$ cat src/rtl/pacman_pkg.sv
// Shared encodings for the Pac-Man sprite renderer: facing directions,
// mouth-animation phases, the transparent colour key and the shadow register bundle.
// No logic, no latency; nothing here carries flow control.
package pacman_pkg;

    // Facing direction as driven on the dir input.
    typedef enum logic [1:0] {
        DIR_RIGHT = 2'd0,
        DIR_LEFT  = 2'd1,
        DIR_UP    = 2'd2,
        DIR_DOWN  = 2'd3
    } dir_e;

    // Mouth phase; the encoding doubles as the ROM bank select.
    typedef enum logic [1:0] {
        ANIM_CLOSED = 2'd0,
        ANIM_HALF   = 2'd1,
        ANIM_OPEN   = 2'd2,
        ANIM_WIDE   = 2'd3
    } anim_e;

    // A texel of this colour lets the background show through.
    localparam logic [11:0] TRANSPARENT_KEY = 12'h000;

    // Sprite placement sampled once per frame so a frame never tears.
    typedef struct packed {
        logic [9:0] x;
        logic [9:0] y;
        dir_e       dir;
    } shadow_t;

endpackage

$ cat src/rtl/pacman_sprite_render_if.sv
// Sprite ROM port bundle: texel address plus bank select out, colour back in.
// The ROM answers one cycle after the address (registered address).
// No backpressure: the ROM accepts an address every cycle.
//   rom_row, rom_col : texel address (renderer -> ROM)
//   anim_frame       : mouth-phase bank select (renderer -> ROM mux)
//   rom_color        : texel colour, one cycle after the address (ROM -> renderer)
interface pacman_sprite_render_if;
    import pacman_pkg::*;

    logic [3:0]  rom_row;
    logic [3:0]  rom_col;
    logic [1:0]  anim_frame;
    logic [11:0] rom_color;

    modport master (
        output rom_row,
        output rom_col,
        output anim_frame,
        input  rom_color
    );

    modport slave (
        input  rom_row,
        input  rom_col,
        input  anim_frame,
        output rom_color
    );

endinterface

$ cat src/rtl/pacman_anim_ctrl.sv
// Mouth animation: ping-pong CLOSED/HALF/OPEN/WIDE, one step per ANIM_DIV ticks.
// anim_frame is registered and moves only on a frame_tick edge.
// No backpressure; moving=0 freezes both the tick counter and the phase.
//   clk, reset_n   : pixel clock, synchronous active-low reset
//   frame_tick     : one pulse per frame (start of vertical blanking)
//   moving         : enables counting; 0 holds the animation
//   anim_frame     : current mouth phase (ROM bank select)
module pacman_anim_ctrl
    import pacman_pkg::*;
#(
    parameter int ANIM_DIV = 8
) (
    input  logic  clk,
    input  logic  reset_n,
    input  logic  frame_tick,
    input  logic  moving,
    output anim_e anim_frame
);

    // The tick counter is 3 bits wide, so ANIM_DIV is limited to 1..8.
    localparam logic [2:0] DIV_LAST = 3'(ANIM_DIV - 1);

    logic [2:0] cnt_q;
    anim_e      state_q;
    logic       opening_q;

    always_ff @(posedge clk) begin
        if (!reset_n) begin
            cnt_q     <= 3'd0;
            state_q   <= ANIM_CLOSED;
            opening_q <= 1'b1;
        end else if (frame_tick && moving) begin
            if (cnt_q == DIV_LAST) begin
                cnt_q <= 3'd0;
                // Turn around on arriving at either end so the end phases
                // are shown once per sweep rather than twice.
                if (opening_q) begin
                    state_q <= anim_e'(state_q + 2'd1);
                    if (state_q == ANIM_OPEN) begin
                        opening_q <= 1'b0;
                    end
                end else begin
                    state_q <= anim_e'(state_q - 2'd1);
                    if (state_q == ANIM_HALF) begin
                        opening_q <= 1'b1;
                    end
                end
            end else begin
                cnt_q <= cnt_q + 3'd1;
            end
        end
    end

    assign anim_frame = state_q;

endmodule

$ cat src/rtl/pacman_sprite_render.sv
// Pac-Man sprite renderer: per-pixel ROM addressing, transparency and compositing.
// Latency 2 cycles pixel inputs -> rgb_out/sprite_on (1 ROM read + 1 output register).
// No backpressure: one pixel accepted and one produced every clock.
//   clk, reset_n         : pixel clock, synchronous active-low reset
//   frame_tick           : frame pulse; samples pos_x/pos_y/dir and advances animation
//   video_on, pixel_x/y  : current raster position and visibility
//   pos_x/y, dir, moving : requested sprite placement, facing and animation enable
//   bg_rgb               : background colour of the current pixel
//   rom                  : sprite ROM address/bank out, colour in
//   rgb_out, sprite_on   : composited colour and opaque-sprite flag
module pacman_sprite_render
    import pacman_pkg::*;
#(
    parameter int SPRITE_SIZE = 10,
    parameter int ANIM_DIV    = 8
) (
    input  logic                          clk,
    input  logic                          reset_n,
    input  logic                          frame_tick,
    input  logic                          video_on,
    input  logic [9:0]                    pixel_x,
    input  logic [9:0]                    pixel_y,
    input  logic [9:0]                    pos_x,
    input  logic [9:0]                    pos_y,
    input  logic [1:0]                    dir,
    input  logic                          moving,
    input  logic [11:0]                   bg_rgb,
    pacman_sprite_render_if.master        rom,
    output logic [11:0]                   rgb_out,
    output logic                          sprite_on
);

    // Sprite addresses are 4 bits, so SPRITE_SIZE is limited to 1..16.
    localparam logic [3:0] N_LAST = 4'(SPRITE_SIZE - 1);

    shadow_t          shadow_q;
    anim_e            anim_frame_w;

    logic signed [10:0] dx;
    logic signed [10:0] dy;
    logic             hit;
    logic [3:0]       row_d;
    logic [3:0]       col_d;

    logic             hit_d1_q;
    logic [11:0]      bg_d1_q;

    logic [11:0]      rgb_d;
    logic             sprite_on_d;
    logic [11:0]      rgb_q;
    logic             sprite_on_q;

    // Placement is only sampled on the frame pulse so the sprite never
    // splits between two positions within one displayed frame.
    always_ff @(posedge clk) begin
        if (!reset_n) begin
            shadow_q <= '{x: 10'd0, y: 10'd0, dir: DIR_RIGHT};
        end else if (frame_tick) begin
            shadow_q <= '{x: pos_x, y: pos_y, dir: dir_e'(dir)};
        end
    end

    pacman_anim_ctrl #(
        .ANIM_DIV (ANIM_DIV)
    ) u_anim (
        .clk        (clk),
        .reset_n    (reset_n),
        .frame_tick (frame_tick),
        .moving     (moving),
        .anim_frame (anim_frame_w)
    );

    // One extra bit keeps the sign, so a pixel left of or above the sprite
    // is negative instead of wrapping into a large positive offset.
    assign dx = $signed({1'b0, pixel_x}) - $signed({1'b0, shadow_q.x});
    assign dy = $signed({1'b0, pixel_y}) - $signed({1'b0, shadow_q.y});

    assign hit = video_on
              && !dx[10] && (dx[9:0] < 10'(SPRITE_SIZE))
              && !dy[10] && (dy[9:0] < 10'(SPRITE_SIZE));

    // The ROM holds the right-facing sprite; other facings are
    // transposes/mirrors of its address.
    always_comb begin
        row_d = 4'd0;
        col_d = 4'd0;
        if (hit) begin
            unique case (shadow_q.dir)
                DIR_RIGHT: begin row_d = dy[3:0];          col_d = dx[3:0];          end
                DIR_LEFT:  begin row_d = dy[3:0];          col_d = N_LAST - dx[3:0]; end
                DIR_UP:    begin row_d = dx[3:0];          col_d = N_LAST - dy[3:0]; end
                DIR_DOWN:  begin row_d = dx[3:0];          col_d = dy[3:0];          end
                default:   begin row_d = 4'd0;             col_d = 4'd0;             end
            endcase
        end
    end

    assign rom.rom_row    = row_d;
    assign rom.rom_col    = col_d;
    assign rom.anim_frame = anim_frame_w;

    // Stage 1: line hit and background up with the ROM read. Blanked pixels
    // carry black so the output is dark outside the visible area.
    always_ff @(posedge clk) begin
        if (!reset_n) begin
            hit_d1_q <= 1'b0;
            bg_d1_q  <= 12'h000;
        end else begin
            hit_d1_q <= hit;
            bg_d1_q  <= video_on ? bg_rgb : 12'h000;
        end
    end

    always_comb begin
        rgb_d       = bg_d1_q;
        sprite_on_d = 1'b0;
        if (hit_d1_q && (rom.rom_color != TRANSPARENT_KEY)) begin
            rgb_d       = rom.rom_color;
            sprite_on_d = 1'b1;
        end
    end

    // Stage 2: registered output.
    always_ff @(posedge clk) begin
        if (!reset_n) begin
            rgb_q       <= 12'h000;
            sprite_on_q <= 1'b0;
        end else begin
            rgb_q       <= rgb_d;
            sprite_on_q <= sprite_on_d;
        end
    end

    assign rgb_out   = rgb_q;
    assign sprite_on = sprite_on_q;

endmodule

$ cat src/flat_wrapper.sv
// flat-port wrapper written by rule: the top's interface ports become plain ports
module pacman_sprite_render_flat import pacman_pkg::*;
#(
    parameter int SPRITE_SIZE = 10,
    parameter int ANIM_DIV    = 8
)
  (clk, reset_n, frame_tick, video_on, pixel_x, pixel_y, pos_x, pos_y, dir, moving, bg_rgb, rgb_out, sprite_on, rom_rom_row, rom_rom_col, rom_anim_frame, rom_rom_color);
  pacman_sprite_render_if rom_i ();
  input  logic clk;
  input  logic reset_n;
  input  logic frame_tick;
  input  logic video_on;
  input  logic [9:0] pixel_x;
  input  logic [9:0] pixel_y;
  input  logic [9:0] pos_x;
  input  logic [9:0] pos_y;
  input  logic [1:0] dir;
  input  logic moving;
  input  logic [11:0] bg_rgb;
  output logic [11:0] rgb_out;
  output logic sprite_on;
  output wire logic [$bits(rom_i.rom_row)-1:0] rom_rom_row;
  output wire logic [$bits(rom_i.rom_col)-1:0] rom_rom_col;
  output wire logic [$bits(rom_i.anim_frame)-1:0] rom_anim_frame;
  input wire logic [$bits(rom_i.rom_color)-1:0] rom_rom_color;
  assign rom_rom_row = rom_i.rom_row;
  assign rom_rom_col = rom_i.rom_col;
  assign rom_anim_frame = rom_i.anim_frame;
  assign rom_i.rom_color = rom_rom_color;
  pacman_sprite_render #(.SPRITE_SIZE(SPRITE_SIZE), .ANIM_DIV(ANIM_DIV)) u_core (.clk(clk), .reset_n(reset_n), .frame_tick(frame_tick), .video_on(video_on), .pixel_x(pixel_x), .pixel_y(pixel_y), .pos_x(pos_x), .pos_y(pos_y), .dir(dir), .moving(moving), .bg_rgb(bg_rgb), .rom(rom_i), .rgb_out(rgb_out), .sprite_on(sprite_on));
endmodule
$ cat config.mk
export PLATFORM = sky130hd
export DESIGN_NAME = pacman_sprite_render_flat
export DESIGN_NICKNAME = d
export VERILOG_FILES = /design/src/rtl/pacman_pkg.sv /design/src/rtl/pacman_sprite_render_if.sv /design/src/rtl/pacman_anim_ctrl.sv /design/src/rtl/pacman_sprite_render.sv /design/src/flat_wrapper.sv
export SDC_FILE = /design/constraint.sdc
export NUM_CORES = 1
export LEC_CHECK = 0
export BUFFER_PORTS_ARGS = -buffer_cell sky130_fd_sc_hd__buf_2
export CORE_MARGIN = 3
export CORE_UTILIZATION = 56
export DETAILED_ROUTE_END_ITERATION = 8
export GPL_TIMING_DRIVEN = 0
export HOLD_SLACK_MARGIN = 0.02
export PLACE_DENSITY = 0.94
export SYNTH_ARGS = -nofsm -noshare
export SYNTH_HDL_FRONTEND = slang
export SYNTH_SLANG_ARGS = --single-unit
$ cat constraint.sdc
create_clock -name clk -period 5.4 [get_ports clk]
set_clock_uncertainty 0.05 [all_clocks]
set_input_delay 0.54 -clock clk [delete_from_list [all_inputs] [get_ports clk]]
set_output_delay 0.54 -clock clk [all_outputs]
set_load 0.01 [all_outputs]
# After elaboration in Yosys (flattened, before gate mapping)
# Cells that the tools add are included.
# Widths: inputs -> output; s select.
# classes
eq_ne	6
n_mux	11
add_sub_neg	7
reduce_logical	14
n_lt_le_gt_ge	2
# op_table
cell	n
$sub 10x10->11	2
$lt 10x4->1 const B	2
$pmux 4 s4	1
$mux 12	1
$reduce_bool 12->1	1
$mux 4	2
$pmux 4 s2	1
$sub 4x4->4 const A	2
$eq 2x2->1 const B	3
$logic_and 1x1->1	6
$eq 2x1->1 const B	2
$mux 1	4
$reduce_and 2->1	2
$reduce_or 2->1	2
$add 3x1->3 const B	1
$eq 3x3->1 const B	1
$mux 3	1
$add 2x1->2 const B	1
$logic_not 1->1	2
$logic_not 2->1	1
$mux 2	1
$sub 2x1->2 const B	1
# totals
regBits	54
wordCells	50

# Longest topological paths before layout
# Gate-level depths: netlist (run 1).
# logic_depth
word_depth	7
depth_mapped	11
ltp_nobuf	11

# By module
# From an unflattened synthesis (run 1), not the netlist that was laid out.
# unflattened
cells_unflattened	369
area_unflattened_um2	3209.3
# by_module_without_submodules
mod	cells_per_inst	seq_area_each_um2	n_inst	area_each_um2
pacman_sprite_render	334	960.9	1	2850.2
pacman_anim_ctrl	35	120.1	1	359.1

# Least setup slack after synthesis (run 1)
# No wires, ideal clock.
# synth_path
kind	input to output
startpoint	input port pixel_y[0]
endpoint	output port rom_rom_col[0]
t_arrival_ns	2.671
slack_ns	2.139
stages	10
t_required_ns	4.810
path_cell_list	inv_1 > ha_1 > inv_1 > fa_1 > a211oi_2 > o21ai_1 > and4_4 > a311oi_4 > nand4_4 > nor4_1
# synth_via
elab_chain_cells	5
word_cells_on_any_way	8
cone_classes	add/sub (2); order compare (1); mux (2); reduce/logical (3)
# synth_rtl
item	line_no	rtl
start, declared	flat_wrapper.sv:14	input logic [9:0] pixel_y;
$sub 10x10->11 (*)	pacman_sprite_render.sv:76	assign dy = $signed({1'b0, pixel_y}) - $signed({1'b0, shadow_q.y});
branches (longest 3 deep; another with $sub 4x4->4)	n/a	
$mux 4 (*)	pacman_sprite_render.sv:87	if (hit) begin
end, declared	flat_wrapper.sv:23	output wire logic [$bits(rom_i.rom_col)-1:0] rom_rom_col;
# Every way passes the cells marked *.

# Worst setup path after layout (run 1)
# layout_path
startpoint	input port pixel_y[0]
endpoint	output port rom_rom_row[2]
# layout_via
elab_chain_cells	5
word_cells_on_any_way	7
cone_classes	add/sub (1); order compare (1); mux (2); reduce/logical (3)
# layout_rtl
item	line_no	rtl
$sub 10x10->11 (*)	pacman_sprite_render.sv:76	
branches (longest 3 deep; another with $lt 10x4->1)	n/a	
$mux 4 (*)	pacman_sprite_render.sv:87	
end, declared	flat_wrapper.sv:22	output wire logic [$bits(rom_i.rom_row)-1:0] rom_rom_row;
# Marks and branches as above.

==> qor.yml, run 1 <==
status:
  status: "complete, no violations"
placement:
  dp_hpwl_um: 6250
  gp_congestion: 0.839
  place_area_sq_um: 3810
  portBuffers: 92
  place_ws_ns: 1.83
timing:
  fin_ws_ns: 1.77
  tns_ns: 0
  fin_crit_sh_pct: 67.3
  worst_pin_slew_ns: 0.859
  final-setup-viol-count: 0
  final-hold-violation-count: 0
  slew_headroom_pct: 42.7
  fmaxAchievable_ghz: 0.275
  rsz0062_at_grt: "false"
  fin_crit_ns: 3.63
  drv_slew: 0
synthesis:
  synth-seq-area-share_pct: 33.1
  synthCells: 377
  yosys_warnings: 0
  synth_edf_count: 0
  syn_area_per_cell_sq_um: 8.65
  synth_nets: 475
  synth_area_sq_um: 3260
  ys_seq_elements: 54
  synth_cell_types: 57
  synth_ff_type: "dfxtp_1"
  async_flop_share_pct: 0
layout:
  finish.instance_area_sq_um: 3930
  mostFrequentLayoutCells: "buf_2 (93), dfxtp_1 (54), nor2_1 (42)"
  num_antenna_cells: 0
  utilization_pct: 70.5
  syn2layout_area_growth_pct: 20.4
  mostFrequentLayoutCell: "buf_2"
  drive_gt1_share_pct: 25.4
  final_nets: 574
clock_network:
  htree_num_levels: 2
  clk_latency_ns: 0.31
  cts_setup_buffers: 0
  cts.clk_slew.worst_paths_ns: 0.11
  cts-resized-gates: 0
  holdBufCountCts: 0
  cts_tree: "yes"
  clock_path_buffers: 2
  cts_inserted_buffers: 5
  numClockSinks: 54
  cts_root_buffer: "clkbuf_8"
die:
  io_pins: 94
  initial_core_util_pct: 58.5
  die_h_um: 82.3
  coreArea_sq_um: 5570
  die-area_sq_um: 6780
  chipWidth_um: 82.3
  fp-row-count: 27
global_routing:
  grt_max_degree: 19
  grt_overflow: 0
  grt_usage_pct: 24.3
  grt_pass1_vias: 3004
  grt_antenna_before_repair: 0
  grt_pass1_wl_um: 12900
worst_setup_path:
  arrival_ns: 3.04
  critPathLaunchType: "input port"
  cp_max_fo: 9
  cp.required_ns: 4.81
  cp-end-kind: "primary output"
  worstSetupPathType: "input port to primary output"
drt:
  firstDrtPassIters: 4
  via_count: 3078
  drc: 0
  avgRoutedWirePerCell_um: 14.5
  postRouteAntennaNets: 0
  wl_um: 7940
  via_per_inst: 5.61
  first_iter_violations: 206
power:
  finalPower_mw: 0.969
  cellPowerDensity_nw_per_um2: 247
  ir_drop_uv: 142
  p_leak_nw: 1.82
worst_hold_path:
  hold_class: "register to register"
run:
  drv_cap: 0
## cell type report
cell class                 instances  area, sq um
multi-input combinational        276         1980
clock buffer                       5         68.8
tap                               72         90.1
clock inverter                     3         47.5
timing repair buffer              92          460
sequential                        54         1080
buffer                            19         95.1
inverter                          28          105
fill                             420         1650
## Yosys cell counts, types with 4 or more instances
master / instances / area share [%]
o21ai_0: 7 / 1.1
dfxtp_1: 54 / 33
clkbuf_1: 11 / 1.3
xnor2_1: 9 / 2.4
inv_1: 28 / 3.2
and3_1: 14 / 2.7
buf_1: 4 / 0.46
nor4_1: 10 / 1.9
nor3_1: 4 / 0.61
a21oi_1: 21 / 3.2
nand2b_1: 5 / 0.96
ha_1: 25 / 9.6
o2111ai_1: 4 / 1.1
nor2_1: 42 / 4.8
a21o_1: 7 / 1.6
mux2i_1: 29 / 8.9
nor2b_1: 5 / 0.96
nand2_1: 36 / 4.1
nand3_1: 6 / 0.92
## state kept, by name, summed over array words and instances (netlist names)
name                      flops
u_core.u_anim.cnt_q           3
u_core.u_anim.anim_frame      2
u_core.bg_d1_q               12
u_core.u_anim.opening_q       1
u_core.hit_d1_q               1
u_core.shadow_q              22
u_core.sprite_on              1
u_core.rgb_out               12
## worst paths after layout
kind | start | end | slack [ns] | cells after the start
setup / recovery | pixel_y[0] | rom_rom_row[2] | 1.77 | 12
hold / removal | u_core.bg_d1_q[4]$_SDFF_PN0_ | u_core.rgb_out[4]$_SDFF_PN0_ | 0.40 | 2
setup reg to reg | u_core.shadow_q[2]$_SDFFE_PN0P_ | u_core.hit_d1_q$_SDFF_PN0_ | 2.87 | 9
hold reg to reg | u_core.bg_d1_q[4]$_SDFF_PN0_ | u_core.rgb_out[4]$_SDFF_PN0_ | 0.40 | 2
## through the flow
stage | hold WS (ns) | instances
after floorplan | 0.372 | 377
final | 0.398 | 549
after CTS | 0.405 | 549
after detailed placement | 0.380 | 541
after global placement | 0.379 | 541
after global routing | 0.415 | 549
## worst max-delay path, stage by stage
cell and delay (ns):
buf_2 0.09, inv_1 0.06, ha_1 0.19, inv_1 0.06, fa_1 0.46, a211oi_2 0.21, o21ai_1 0.13, and4_4 0.21
a311oi_4 0.29, nand4_4 0.20, nor4_1 0.39, buf_2 0.20
## metal layers
layer | global-route usage, % | wire length [um] | part of all wire, % | vias to the layer above
met2 | 42.4 | 3870 | 49 | 105
li1 | - | - | - | 1530
met3 | 4.99 | 483 | 6.1 | 27
met4 | 10.3 | 265 | 3.3 | 0
met5 | 0 | 0 | 0 | -
met1 | 28.9 | 3320 | 42 | 1416
## logic make-up (layout without fill, tap and decap cells)
family,Yosys count,after routing,share of synthesized area [%]
adder cells (fa/ha/maj),27,27,10.8
XOR/XNOR,13,13,3.72
AND/OR/NAND/NOR,136,136,21.0
buffers and inverters,47,147,6.14
AO/OA/AOI/OAI,70,70,15.9
flip-flops,54,54,33.1
multiplexers,30,30,9.24
## where the power goes
| group | total (mW) | switching [mW] | internal (mW) |
|---|---|---|---|
| Combinational | 0.260 | 0.145 | 0.115 |
| Sequential | 0.422 | 0.00776 | 0.415 |
| Clock | 0.286 | 0.145 | 0.141 |
| Total | 0.969 | 0.298 | 0.671 |
Note: power is estimated with default switching activity, not from simulation.
==> inputs of run 2 (changes only) <==
--- a/config.mk
+++ b/config.mk
@@ -7,11 +7,11 @@
 export LEC_CHECK = 0
 export BUFFER_PORTS_ARGS = -buffer_cell sky130_fd_sc_hd__buf_2
 export CORE_MARGIN = 3
-export CORE_UTILIZATION = 56
+export CORE_UTILIZATION = 52
 export DETAILED_ROUTE_END_ITERATION = 8
 export GPL_TIMING_DRIVEN = 0
 export HOLD_SLACK_MARGIN = 0.02
-export PLACE_DENSITY = 0.94
+export PLACE_DENSITY = 0.89
 export SYNTH_ARGS = -nofsm -noshare
 export SYNTH_HDL_FRONTEND = slang
 export SYNTH_SLANG_ARGS = --single-unit
==> constraint.sdc (replaced) <==
create_clock -name clk -period 3.5 [get_ports clk]
set_clock_uncertainty 0.05 [all_clocks]
set_input_delay 0.35 -clock clk [delete_from_list [all_inputs] [get_ports clk]]
set_output_delay 0.35 -clock clk [all_outputs]
set_load 0.01 [all_outputs]
==> qor.yml, run 2 (same netlist as run 1, synthesis figures left out) <==
die:
  fp-row-count: 28  # +3.7%
  initial_core_util_pct: 54.4  # -4.1 points
  chipWidth_um: 85.2  # +3.5%
  coreArea_sq_um: 5990  # +7.5%
  die_h_um: 85.2  # +3.5%
  die-area_sq_um: 7260  # +7.1%
  io_pins: 94  # unchanged
layout:
  largest-register: "u_core.shadow_q"
  finalNonFillerCells: 553  # +0.73%
  finish.instance_area_sq_um: 3960  # +0.86%
  drive_gt1_share_pct: 27.0  # +1.6 points
  syn2layout_area_growth_pct: 21.5
  num_antenna_cells: 0  # unchanged
  final_nets: 575  # +0.17%
  largest_register_ffs: 22  # unchanged
  mostFrequentLayoutCell: "buf_2"
  mostFrequentLayoutCells: "buf_2 (93), dfxtp_1 (54), nor2_1 (42)"
  fill_cells: 500  # +19%
drt:
  drc: 0  # unchanged
  postRouteAntennaNets: 0  # unchanged
  first_iter_violations: 186  # -9.7%
  wl_um: 8170  # +2.8%
  avgRoutedWirePerCell_um: 14.8  # +2.0%
  via_per_inst: 5.57  # -0.66%
  via_count: 3080  # +0.065%
  firstDrtPassIters: 5  # +1
timing:
  rsz0062_at_grt: "true"
  worst_pin_slew_ns: 0.903  # +0.0438 ns
  drv_slew: 0  # unchanged
  tns_ns: 0  # unchanged
  fin_crit_ns: 3.37
  fin_crit_sh_pct: 96.4
  final-setup-viol-count: 0  # unchanged
  slew_headroom_pct: 39.6  # -3.2 points
  holdWs_ns: 0.211  # -0.187 ns
  fmaxAchievable_ghz: 0.296
  final-hold-violation-count: 0  # unchanged
worst_setup_path:
  startpoint: "u_core.shadow_q[2]$_SDFFE_PN0P_"
  slowest_stage: "fa_2"
  arrival_ns: 2.97  # -0.07 ns
  critPathLaunchType: "register"
  cp.required_ns: 3.10  # -1.71 ns
  critical_path.cell_chain: "ha_1 > inv_1 > fa_2 > a211oi_2 > o21ai_1 > and4_4 > a311oi_4 > nand4_4 > nor4_1 > buf_2"
  worstRegToRegCells: 10  # +1
  cp.depth: 10  # -2
  cp-end-kind: "primary output"
  slowest_delay_ns: 0.39  # -0.07 ns
  cp-endpoint: "rom_rom_col[1]"
  cpLargestDelayFamily: "simple AND/OR/NAND/NOR gates"
  timing.rr.start: "u_core.shadow_q[2]$_SDFFE_PN0P_"
  cp_max_fo: 9  # unchanged
  r2r_end: "u_core.hit_d1_q$_SDFF_PN0_"
  reg2reg_slack_ns: 0.72  # -2.15 ns
  critical_path_buf_inv_count: 2  # -2
  worstSetupPathType: "register to primary output"
global_routing:
  grt_pass1_wl_um: 13200  # +2.3%
  grt_antenna_before_repair: 0  # unchanged
  grt_pass1_vias: 2907  # -3.2%
  grt_max_degree: 20  # +1
  grt_usage_pct: 22.3  # -2.0 points
  grt_overflow: 0  # unchanged
power:
  finalPower_mw: 1.44  # +49%
  ir_drop_uv: 240  # +69%
  p_leak_nw: 1.82  # +0.10%
  cellPowerDensity_nw_per_um2: 363  # +47%
placement:
  dp_hpwl_um: 6440  # +3.0%
  gp_congestion: 0.831  # -0.97%
  dp_cells: 544  # +0.55%
  portBuffers: 92  # unchanged
  place_area_sq_um: 3820  # about the same
run:
  drv_cap: 0  # unchanged
clock_network:
  clock_path_buffers: 2  # unchanged
  cts.clk_slew.worst_paths_ns: 0.11  # about the same
  htree_num_levels: 2  # unchanged
  numClockSinks: 54  # unchanged
  clk_latency_ns: 0.32  # about the same
  cts_root_buffer: "clkbuf_8"
  cts_inserted_buffers: 5  # unchanged
  holdBufCountCts: 0  # unchanged
  cts_tree: "yes"
worst_hold_path:
  hp-start: "pos_y[7]"
  hold_class: "input port to register"
status:
  status: "complete, no violations"
## run 2: changes by cell type in the layout (fill, tap and decap cells not counted), sizes merged
cell    delta
bufinv     -1
inv        +1
clkbuf     +1
## run 2: repair_timing
action / 4_1_cts / 5_1_grt
setup buffers: 0 / 1
setup endpoints to repair: 0 / 8
resized for setup: 0 / 8
## run 2: worst min-delay path by stage
stage / endpoint / slack, ns / depth (start not counted)
after global placement: u_core.rgb_out[7]$_SDFF_PN0_ / 0.38 / 2
after detailed placement: u_core.rgb_out[2]$_SDFF_PN0_ / 0.38 / 2
after floorplan: u_core.rgb_out[10]$_SDFF_PN0_ / 0.37 / 2
after global routing: u_core.bg_d1_q[1]$_SDFF_PN0_ / 0.22 / 2
final: u_core.shadow_q[9]$_SDFFE_PN0P_ / 0.21 / 3
after CTS: u_core.shadow_q[14]$_SDFFE_PN0P_ / 0.21 / 3
## run 2: routing by layer
metal  track usage (%)  share of wire (%)  up-vias
li1                  -                  -     1519
met1              27.6                 42     1421
met2              40.3                 50      121
met3              3.20                5.9       19
met4              5.90                1.6        0
met5                 0                  0        -
## run 2: area by class of cell
class,count,area (sq um),share of cell area (%)
clock inverter,3,26.3,0.663
inverter,28,105,2.65
multi-input combinational,276,2020,51.1
buffer,19,96.3,2.43
tap,75,93.8,2.37
timing repair buffer,93,468,11.8
clock buffer,5,68.8,1.74
sequential,54,1080,27.3
## run 2: power breakdown
| part | switching [mW] | internal (mW) | leakage, nW |
|---|---|---|---|
| combinational | 0.231 | 0.181 | 1.33 |
| clock | 0.229 | 0.148 | 0.0491 |
| sequential | 0.0114 | 0.640 | 0.443 |
## run 2: worst register-to-register path, stage by stage (launching register included)
cell and delay (ns):
dfxtp_1 0.36, ha_1 0.20, inv_1 0.07, fa_2 0.39, a211oi_2 0.22, o21ai_1 0.14, and4_4 0.21, a311oi_4 0.29
nand4_4 0.23, buf_4 0.21, nor4_1 0.30
## run 2: stage by stage
stage / util (%) / worst slack [ns]
floorplan: - / 0.619
global placement: 63.7 / 0.329
finish: 66.1 / 0.127
detailed placement: 63.7 / 0.261
CTS: 65.3 / 0.0498
global route: 66.1 / -0.0926
